===== config.mk =====
export PLATFORM = sky130hd
export DESIGN_NAME = skeleton_filt_multi
export DESIGN_NICKNAME = d
export VERILOG_FILES = /design/src/rtl/skeleton_filt_multi.sv
export SDC_FILE = /design/constraint.sdc
export NUM_CORES = 1
export LEC_CHECK = 0
export CORE_MARGIN = 1
export CORE_UTILIZATION = 50
export CTS_CLUSTER_SIZE = 8
export DETAILED_ROUTE_END_ITERATION = 8
export PLACE_DENSITY = 0.76
export SETUP_SLACK_MARGIN = 0.05
export SYNTH_ARGS = -nofsm -noshare
export SYNTH_HDL_FRONTEND = slang
export SYNTH_SLANG_ARGS = --single-unit

===== constraint.sdc =====
create_clock -name CLK_SYS -period 14.6 [get_ports CLK_SYS]
set_input_delay 2.19 -clock CLK_SYS [delete_from_list [all_inputs] [get_ports CLK_SYS]]
set_output_delay 2.19 -clock CLK_SYS [all_outputs]
set_load 0.05 [all_outputs]

===== src/rtl/skeleton_filt_multi.sv =====
// -----------------------------------------------------------------------------
// skeleton_filt_multi
//
// Multi-channel first-order IIR low-pass filter, y += (x - y) * 2^-SHIFT.
// A trigger snapshots all NUM_CH input samples into a buffer. The design then
// processes one channel per enabled clock. Each result is presented on a
// shared output port together with its channel index.
//
// Optional feature (compile-time macro):
//   SKELETON_FILT_MULTI_ROUND_EN : round half up on the shift term
//                                  (default: floor / arithmetic shift).
//
// Ports:
//   CLK_SYS          in   system clock, rising edge
//   RST              in   synchronous active-high reset (independent of EN)
//   EN               in   clock enable; low freezes all state and outputs
//   TRGG_START_CALC  in   start one pass over all channels (IDLE only)
//   CLR_STATE        in   zero all filter memories (IDLE only, beats trigger)
//   DATA_IN          in   NUM_CH words of BITWIDTH_SYS; sample = upper BITWIDTH_IN
//   DATA_OUT         out  filtered sample, left-aligned in BITWIDTH_SYS
//   CH_OUT           out  channel index belonging to DATA_OUT
//   DOUT_VALID       out  DATA_OUT/CH_OUT valid (one cycle per channel)
//   BUSY             out  pass in progress (CALC or DONE)
//   RDY              out  one-cycle pulse after the pass completes
//   OVERRUN          out  sticky: trigger seen while BUSY; cleared by RST only
//   DATA_HEAD        out  constant configuration descriptor
// -----------------------------------------------------------------------------
module skeleton_filt_multi #(
  parameter int BITWIDTH_IN   = 16,
  parameter int BITWIDTH_SYS  = 16,
  parameter int BITWIDTH_HEAD = 32,
  parameter int NUM_CH        = 4,
  parameter int SHIFT         = 3
) (
  input  logic                           CLK_SYS,
  input  logic                           RST,
  input  logic                           EN,
  input  logic                           TRGG_START_CALC,
  input  logic                           CLR_STATE,
  input  logic [NUM_CH*BITWIDTH_SYS-1:0] DATA_IN,
  output logic [BITWIDTH_SYS-1:0]        DATA_OUT,
  output logic [5:0]                     CH_OUT,
  output logic                           DOUT_VALID,
  output logic                           BUSY,
  output logic                           RDY,
  output logic                           OVERRUN,
  output logic [BITWIDTH_HEAD-7:0]       DATA_HEAD
);

  localparam logic [5:0] LAST_CH = 6'(NUM_CH - 1);
  localparam logic [5:0] NCH6    = 6'(NUM_CH);
  localparam logic [5:0] SHIFT6  = 6'(SHIFT);
  localparam logic [4:0] BWIN5   = 5'(BITWIDTH_IN);

  typedef enum logic [1:0] {IDLE, CALC, DONE} state_t;

  state_t                         state_q, state_d;
  logic [5:0]                     cnt_q, cnt_d;
  logic signed [BITWIDTH_IN-1:0]  x_buf_q [NUM_CH];
  logic signed [BITWIDTH_IN-1:0]  y_q     [NUM_CH];
  logic [BITWIDTH_SYS-1:0]        dout_q;
  logic [5:0]                     ch_q;
  logic                           valid_q, rdy_q, ovr_q;

  // Control strobes from the FSM; they take effect only on enabled edges.
  logic start, clr, calc, ovr_set;

  // Datapath for the channel selected by cnt_q.
  logic signed [BITWIDTH_IN-1:0]  x_sel, y_sel, y_new;
  logic signed [BITWIDTH_IN:0]    diff;
  logic signed [BITWIDTH_IN+1:0]  diff_ext, term_wide;
  logic [BITWIDTH_IN+BITWIDTH_SYS-1:0] dout_wide;

`ifdef SKELETON_FILT_MULTI_ROUND_EN
  // One extra bit of headroom so adding the half-LSB cannot overflow.
  localparam logic signed [BITWIDTH_IN+1:0] HALF = (BITWIDTH_IN+2)'(1) <<< (SHIFT - 1);
`endif

  // ---------------------------------------------------------------------------
  // Next-state logic
  // ---------------------------------------------------------------------------
  always_comb begin
    state_d = state_q;
    cnt_d   = cnt_q;
    start   = 1'b0;
    clr     = 1'b0;
    calc    = 1'b0;
    ovr_set = 1'b0;
    case (state_q)
      IDLE: begin
        if (CLR_STATE) begin
          clr = 1'b1;                 // clear wins, trigger is dropped
        end else if (TRGG_START_CALC) begin
          start   = 1'b1;
          cnt_d   = '0;
          state_d = CALC;
        end
      end
      CALC: begin
        calc    = 1'b1;
        ovr_set = TRGG_START_CALC;
        cnt_d   = cnt_q + 6'd1;
        if (cnt_q == LAST_CH) state_d = DONE;
      end
      DONE: begin
        ovr_set = TRGG_START_CALC;
        state_d = IDLE;
      end
      default: state_d = IDLE;
    endcase
  end

  // ---------------------------------------------------------------------------
  // Channel select and filter arithmetic
  // ---------------------------------------------------------------------------
  always_comb begin
    x_sel = '0;
    y_sel = '0;
    for (int k = 0; k < NUM_CH; k++) begin
      if (cnt_q == 6'(k)) begin
        x_sel = x_buf_q[k];
        y_sel = y_q[k];
      end
    end
  end

  always_comb begin
    diff     = (BITWIDTH_IN+1)'(x_sel) - (BITWIDTH_IN+1)'(y_sel);
    diff_ext = (BITWIDTH_IN+2)'(diff);
`ifdef SKELETON_FILT_MULTI_ROUND_EN
    term_wide = (diff_ext + HALF) >>> SHIFT;
`else
    term_wide = diff_ext >>> SHIFT;
`endif
    // Result wraps to BITWIDTH_IN bits.
    y_new     = y_sel + term_wide[BITWIDTH_IN-1:0];
    // Left-align the sample; the low BITWIDTH_SYS-BITWIDTH_IN bits stay zero.
    dout_wide = {y_new, {BITWIDTH_SYS{1'b0}}};
  end

  // ---------------------------------------------------------------------------
  // FSM, counter and output registers
  // ---------------------------------------------------------------------------
  always_ff @(posedge CLK_SYS) begin
    if (RST) begin
      state_q <= IDLE;
      cnt_q   <= '0;
      dout_q  <= '0;
      ch_q    <= '0;
      valid_q <= 1'b0;
      rdy_q   <= 1'b0;
      ovr_q   <= 1'b0;
    end else if (EN) begin
      state_q <= state_d;
      cnt_q   <= cnt_d;
      valid_q <= calc;
      rdy_q   <= (state_q == DONE);
      ovr_q   <= ovr_q | ovr_set;
      if (calc) begin
        dout_q <= dout_wide[BITWIDTH_IN+BITWIDTH_SYS-1 -: BITWIDTH_SYS];
        ch_q   <= cnt_q;
      end
    end
  end

  // ---------------------------------------------------------------------------
  // Per-channel input buffer and filter memory
  // ---------------------------------------------------------------------------
  for (genvar gi = 0; gi < NUM_CH; gi++) begin : g_ch
    always_ff @(posedge CLK_SYS) begin
      if (RST) begin
        x_buf_q[gi] <= '0;
        y_q[gi]     <= '0;
      end else if (EN) begin
        if (start)
          x_buf_q[gi] <= DATA_IN[gi*BITWIDTH_SYS + BITWIDTH_SYS - 1 -: BITWIDTH_IN];
        if (clr)
          y_q[gi] <= '0;
        else if (calc && (cnt_q == 6'(gi)))
          y_q[gi] <= y_new;
      end
    end
  end

  assign DATA_OUT   = dout_q;
  assign CH_OUT     = ch_q;
  assign DOUT_VALID = valid_q;
  assign BUSY       = (state_q != IDLE);
  assign RDY        = rdy_q;
  assign OVERRUN    = ovr_q;
  assign DATA_HEAD  = {4'd6, NCH6, SHIFT6, BWIN5, BWIN5};

endmodule


==> flow_summary.yaml <==
pwr:
  leakage_nw: 4.17
  pwr-share-clk: 0.344
  netSwitchingPower_uw: 400
  irDropWorstVdd_v: 0.000107
  power_frac_seq: 0.401
  internal_power_uw: 915
  p_sw_frac: 0.304
  powerDensity_mw_per_mm2: 128
  combinationalPowerShare: 0.255
clock_tree:
  clkTransAtPathRegs_ns: 0.06
  numCtsBuffers: 17
  cts_resized: 0
  clk_latency_ns: 0.42
  hold_buffers: 0
  h-tree-depth: 4
  cts_num_sinks: 161
  clock_path_buffers: 2
  clockRootBuffer: "clkbuf_16"
  post_cts_buffers: 0
  cts_tree: "done"
global_route:
  use_met2: 0.404
  gr-total-overflow: 0
  antenna_found_initial: 0
  grt_max_degree: 65
  grt_usage: 0.235
  use_met3: 0.0384
  top_usage_layer: "met2"
  grt_pass1_wl_um: 32200
  grt_pass1_vias: 6368
  grt_use_met1: 0.287
sta:
  relSlewSlack: 0.294
  finalSetupTns_ns: 0
  finalHoldViolations: 0
  rsz0062_at_grt: "no"
  max_freq_ghz: 0.152
  period_minus_slack_ns: 6.57
  tightest_slew_ns: 1.06
  maxSlewViolCount: 0
  finClkSkew_ns: 0.00653
  period_share: 0.450
  hold_slack_ns: 0.456
  finalSetupViolations: 0
worst_hold_path:
  min_from: "DATA_OUT[1]$_SDFFE_PP0P_"
  min_path_cells: 2
  holdPathEnd: "DATA_OUT[1]$_SDFFE_PP0P_"
  hold_class: "reg2reg"
detailed_routing:
  drc_errors: 0
  post_drt_wl_per_cell_um: 17.3
  drt-total-wl_um: 20000
  vias: 6493
  via_per_inst: 5.61
  detail-route-antenna-nets: 0
  first_pass_iters: 6
  first_iter_violations: 608
job:
  maxCapViolations: 0
floorplanning:
  ios: 121
  rows: 47
  start_util: 0.518
  core_area_sq_mm: 0.0168
  die-area_sq_mm: 0.0179
  die_w_um: 134
  die-height_um: 134
worst_setup_path:
  cp_num_buf_inv: 2
  critPathTopFamily: "compound AO/OA/AOI/OAI gates"
  r2r_cells: 25
  arrival_ns: 6.70
  criticalPathCategory: "reg2reg"
  reg2reg_to: "y_q[2][15]$_SDFFCE_PN0P_"
  r2r_setup_slack_ns: 8.03
  cp.required_ns: 14.74
  start_kind: "flop"
  r2r-start: "cnt_q[1]$_SDFFE_PP0P_"
  crit_slowest_cell: "ha_1"
  startpoint: "cnt_q[1]$_SDFFE_PP0P_"
  critical_path.max_stage_delay_ns: 0.51
  path_max_fanout: 59
  crit_path_end_kind: "flop"
final_layout:
  antennaDiodeCount: 0
  syn2layout_area_growth_pct: 18.9
  drive_above_1_share: 0.0694
  fin_nets: 1030
synth:
  netlist_area_sq_mm: 0.00868
  ys_seq_area_frac: 0.519
  synth.area.top_cells: "edfxtp_1 44%, dfxtp_1 7.6%, nor2_1 5.2%, ha_1 5.2%, and2_1 4.9%"
  ys_seq_elements: 161
  synthMuxAreaShare: 0.00346
  async_flop_share: 0
  synth_flop_cell: "edfxtp_1"
  yosys.area.top_type: "edfxtp_1"
  synthTopCellsByCount: "128 x edfxtp_1, 121 x nor2_1, 77 x nand2_1"
  synth-simple-area-share: 0.189
  synth_edf_count: 128
  synthCells: 848
  yosysWarnings: 0
  synth_top_family_by_area: "simple AND/OR/NAND/NOR gates"
  synth_xor_area_frac: 0.0303
  synth.top_cell.area_share: 0.443
  synth-compound-area-share: 0.149
  synthAdderAreaFrac: 0.0542
  synth.most_common_cell: "edfxtp_1"
  synth.avg_cell_area_sq_um: 10.2
  synth.distinct_cells: 68
placed_design:
  dp_hpwl_um: 13600
  placement.io_buffers: 94
  gp_congestion: 0.859
run_status:
  status: "complete, no violations"
## cell usage in the layout (no fill, tap or decap), types with 4 or more instances in the layout
master,Yosys,final
a211o_1,4,4
a211oi_1,7,7
a21o_1,16,16
a21oi_1,38,38
a222oi_1,14,14
a22oi_1,14,14
a31oi_1,5,5
and2_1,68,67
and3_1,6,6
buf_4,27,10
clkbuf_16,0,21
clkdlybuf4s50_1,0,94
conb_1,2,26
dfxtp_1,33,33
edfxtp_1,128,128
ha_1,36,36
inv_1,25,25
nand2_1,77,77
nand2b_1,5,4
nand3_1,12,12
nor2_1,121,120
nor2b_1,7,7
nor3_1,21,21
nor3b_1,6,6
o21a_1,7,7
o21ai_0,35,34
o21bai_1,5,5
xnor2_1,18,18
xor2_1,12,12
## worst max-delay path by stage
stage                                     endpoint  slack, ns  depth (start not counted)
after floorplan           y_q[0][15]$_SDFFCE_PN0P_       8.71                         28
after global placement    y_q[0][15]$_SDFFCE_PN0P_       8.33                         25
after detailed placement  y_q[2][15]$_SDFFCE_PN0P_       8.16                         25
after CTS                 y_q[2][15]$_SDFFCE_PN0P_       8.08                         25
after global routing      y_q[3][15]$_SDFFCE_PN0P_       7.46                         25
final                     y_q[2][15]$_SDFFCE_PN0P_       8.03                         25
## area by class of cell
type                            count  area, sq um
Fill cell                        1369         6440
Sequential cell                   161         4500
Multi-Input combinational cell    615         3810
Timing Repair Buffer              104         1020
Clock buffer                       28          589
Tap cell                          220          275
Inverter                           25         93.8
Clock inverter                      4         28.8
## flip-flops by register name, indices dropped and copies added (netlist names)
name,count
CH_OUT,6
DOUT_VALID,1
RDY,1
OVERRUN,1
state_q,2
x_buf_q,64
y_q,64
DATA_OUT,16
cnt_q,6
## power groups by stage
stage          clock (mW)  sequential (mW)  combinational [mW]
3_5_place_dp            0            0.537               0.330
5_1_grt             0.474            0.530               0.361
6_report            0.453            0.528               0.335
4_1_cts             0.456            0.528               0.332
3_3_place_gp            0            0.537               0.327
2_1_floorplan           0            0.546               0.230
## stage by stage
stage	utilization	total power [mW]	std cells	worst slack [ns]	area, sq um
floorplan	-	0.776	872	8.71	8770
global placement	0.579	0.863	1125	8.33	9700
detailed placement	0.579	0.867	1125	8.16	9700
CTS	0.616	1.32	1157	8.08	10300
global route	0.616	1.36	1157	7.46	10300
finish	0.616	1.32	1157	8.03	10300
## logic make-up (layout without fill, tap and decap cells)
group	Yosys count	in the layout
other cells	2	26
buf+inv	96	161
compound gates	178	178
simple gates	341	341
flops	161	161
mux	3	3
fa+ha+maj	37	37
xor+xnor	30	30
## per-layer routing
layer	up-vias	routed length [um]
met2	223	10100
met1	3099	8340
met3	39	958
met5	-	0
met4	0	556
li1	3132	-
## worst reg2reg max path, cell delays in order, from the launching register on
cell      delay, ns
dfxtp_1        0.42
ha_1           0.51
and2_2         0.24
buf_4          0.47
nor3_1         0.16
a21oi_1        0.21
ha_1           0.31
inv_1          0.15
nor3_1         0.09
a41oi_2        0.25
o311a_1        0.29
o21bai_1       0.12
a21oi_1        0.29
o21ai_1        0.21
o211a_1        0.24
a211oi_1       0.25
xnor2_1        0.15
ha_1           0.30
a21o_1         0.19
a21o_1         0.17
a21o_1         0.18
a221oi_1       0.39
o31ai_2        0.17
a21oi_1        0.22
xnor2_1        0.22
nor2_1         0.08
No activity file was read; power rests on OpenSTA's default activity.
==> variant, RTL diff (config.mk and constraints unchanged) <==
`BITWIDTH_HEAD`: 32 -> 36.
--- a/src/rtl/skeleton_filt_multi.sv
+++ b/src/rtl/skeleton_filt_multi.sv
@@ -29,5 +29,5 @@
   parameter int BITWIDTH_IN   = 16,
   parameter int BITWIDTH_SYS  = 16,
-  parameter int BITWIDTH_HEAD = 32,
+  parameter int BITWIDTH_HEAD = 36,
   parameter int NUM_CH        = 4,
   parameter int SHIFT         = 3
Ports: changed (resized DATA_HEAD); port bits go from 121 to 125. The function was not compared with the original's and may differ.
==> variant against the unedited design <==
Synthesized area is 0.35% higher. Routed wire length is 0.13% lower. Final area is 0.33% lower. Non-clock buffer count stayed put. Final cell count is 0.35% higher. Count of clock-buffer cells in the layout is 2 lower. Critical path depth is 1 higher. Die area is 0.34% higher. Worst setup slack better by 0.0060 ns. Sequential cell count stayed put. Total power is 1.7% lower. Critical path type unchanged. Largest power group unchanged. Highest routed layer unchanged.
==> variant: results (changes against the unedited design) <==
STA
  – Post-Route Skew: 0.00824 ns (+0.00171 ns)
  – Tightest hold margin: 0.456 ns (-0.000590 ns)
  – Max transition margin: 29.3% (-0.11 points)

Synthesis
  – Dominant cells by area after synthesis: sky130_fd_sc_hd__edfxtp_1, sky130_fd_sc_hd__dfxtp_1, sky130_fd_sc_hd__nor2_1
  – Mux contribution to synthesized area: 0.345% (-0.0012 points)
  – Part of the Yosys area used for sequential elements: 51.7% (-0.18 points)
  – Synth Area in Compound Gates: 14.9% (-0.051 points)
  – Adder-cell share of the synthesized area: 5.40% (-0.019 points)
  – Number of instances in the synthesized netlist: 852 (+0.47%)
  – Post-Synth XOR/XNOR Area: 3.02% (-0.010 points)

Routing
  – Router iterations before antenna repair: 6 (unchanged)
  – Iteration-0 DRC Markers: 622 (+2.3%)
  – Routed wire length: 19,900 um (-0.13%)
  – Met3 routed WL: 1270 um (+32%)
  – M1 wire length: 8160 um (-2.2%)

Place
  – Worst setup timing slack at the placement stage: 8.20 ns (+0.0367 ns)
  – Routability-driven placement congestion ratio: 0.831 (-3.3%)
  – Placed Instances: 1,129 (+0.36%)
  – Post-DP HPWL: 13,400 um (-1.5%)
  – Placed standard-cell area: 9710 um^2 (+0.15%)

Cells and area
  – # nets final: 1,034 (+0.39%)
  – Fill cell instance count of the final layout: 1,373 (+0.29%)

Global routing
  – Number of global-route vias before repair: 6,202 (-2.6%)
  – Met1 track utilization from global routing: 27.7% (-0.96 points)
  – Overall global routing resource usage: 23.1% (-0.34 points)
  – Met3 Resource Use GR: 4.88% (+1.0 points)
  – First-pass GRT wire length: 31,400 um (-2.3%)

Clock network
  – Clock insertion delay at the later pin of the skew report: 0.44 ns (+0.02 ns)

Power
  – Worst supply voltage drop on vdd: 0.0000944 V (-12%)
  – Leak pwr: 4.16 nW (-0.42%)

Critical path
  – Cell type group with the largest total delay on the critical path: compound AO/OA/AOI/OAI gates
  – Signal arrival time at the worst endpoint: 6.71 ns (about the same)
  – Register-to-register setup slack: 8.04 ns (about the same)
  – Depth of the worst register-to-register path: 26 (+4.0%)

Outcome
  – Status: finished, final reports clean

Worst hold path
  – Terminating pin of the worst hold path: DATA_OUT[1]
variant: cell types whose count changed in the layout (fill, tap and decap cells not counted), sizes merged:
| cell | delta |
|---|---|
| conb | +4 |
| clkinv | +2 |
| clkbuf | -2 |
variant: layout make-up:
type                            instances  area [um^2]  share of cell area, %
Clock buffer                           26          524                   5.10
Multi-Input combinational cell        619         3820                   37.2
Timing Repair Buffer                  104         1020                   9.88
Sequential cell                       161         4500                   43.8
Inverter                               25         93.8                  0.913
Tap cell                              220          275                   2.68
Clock inverter                          6         45.0                  0.438
variant: stage by stage:
step / util, % / total power [mW]
floorplan: - / 0.779
CTS: 61.1 / 1.29
finish: 61.1 / 1.29
detailed placement: 57.8 / 0.871
global placement: 57.8 / 0.866
global route: 61.1 / 1.34
variant: power breakdown:
part	total, mW	internal, mW	leakage, nW	switching, mW
Combinational	0.337	0.119	2.25	0.219
Clock	0.429	0.249	0.284	0.180
Sequential	0.527	0.520	1.62	0.00780
Total	1.29	0.887	4.16	0.407
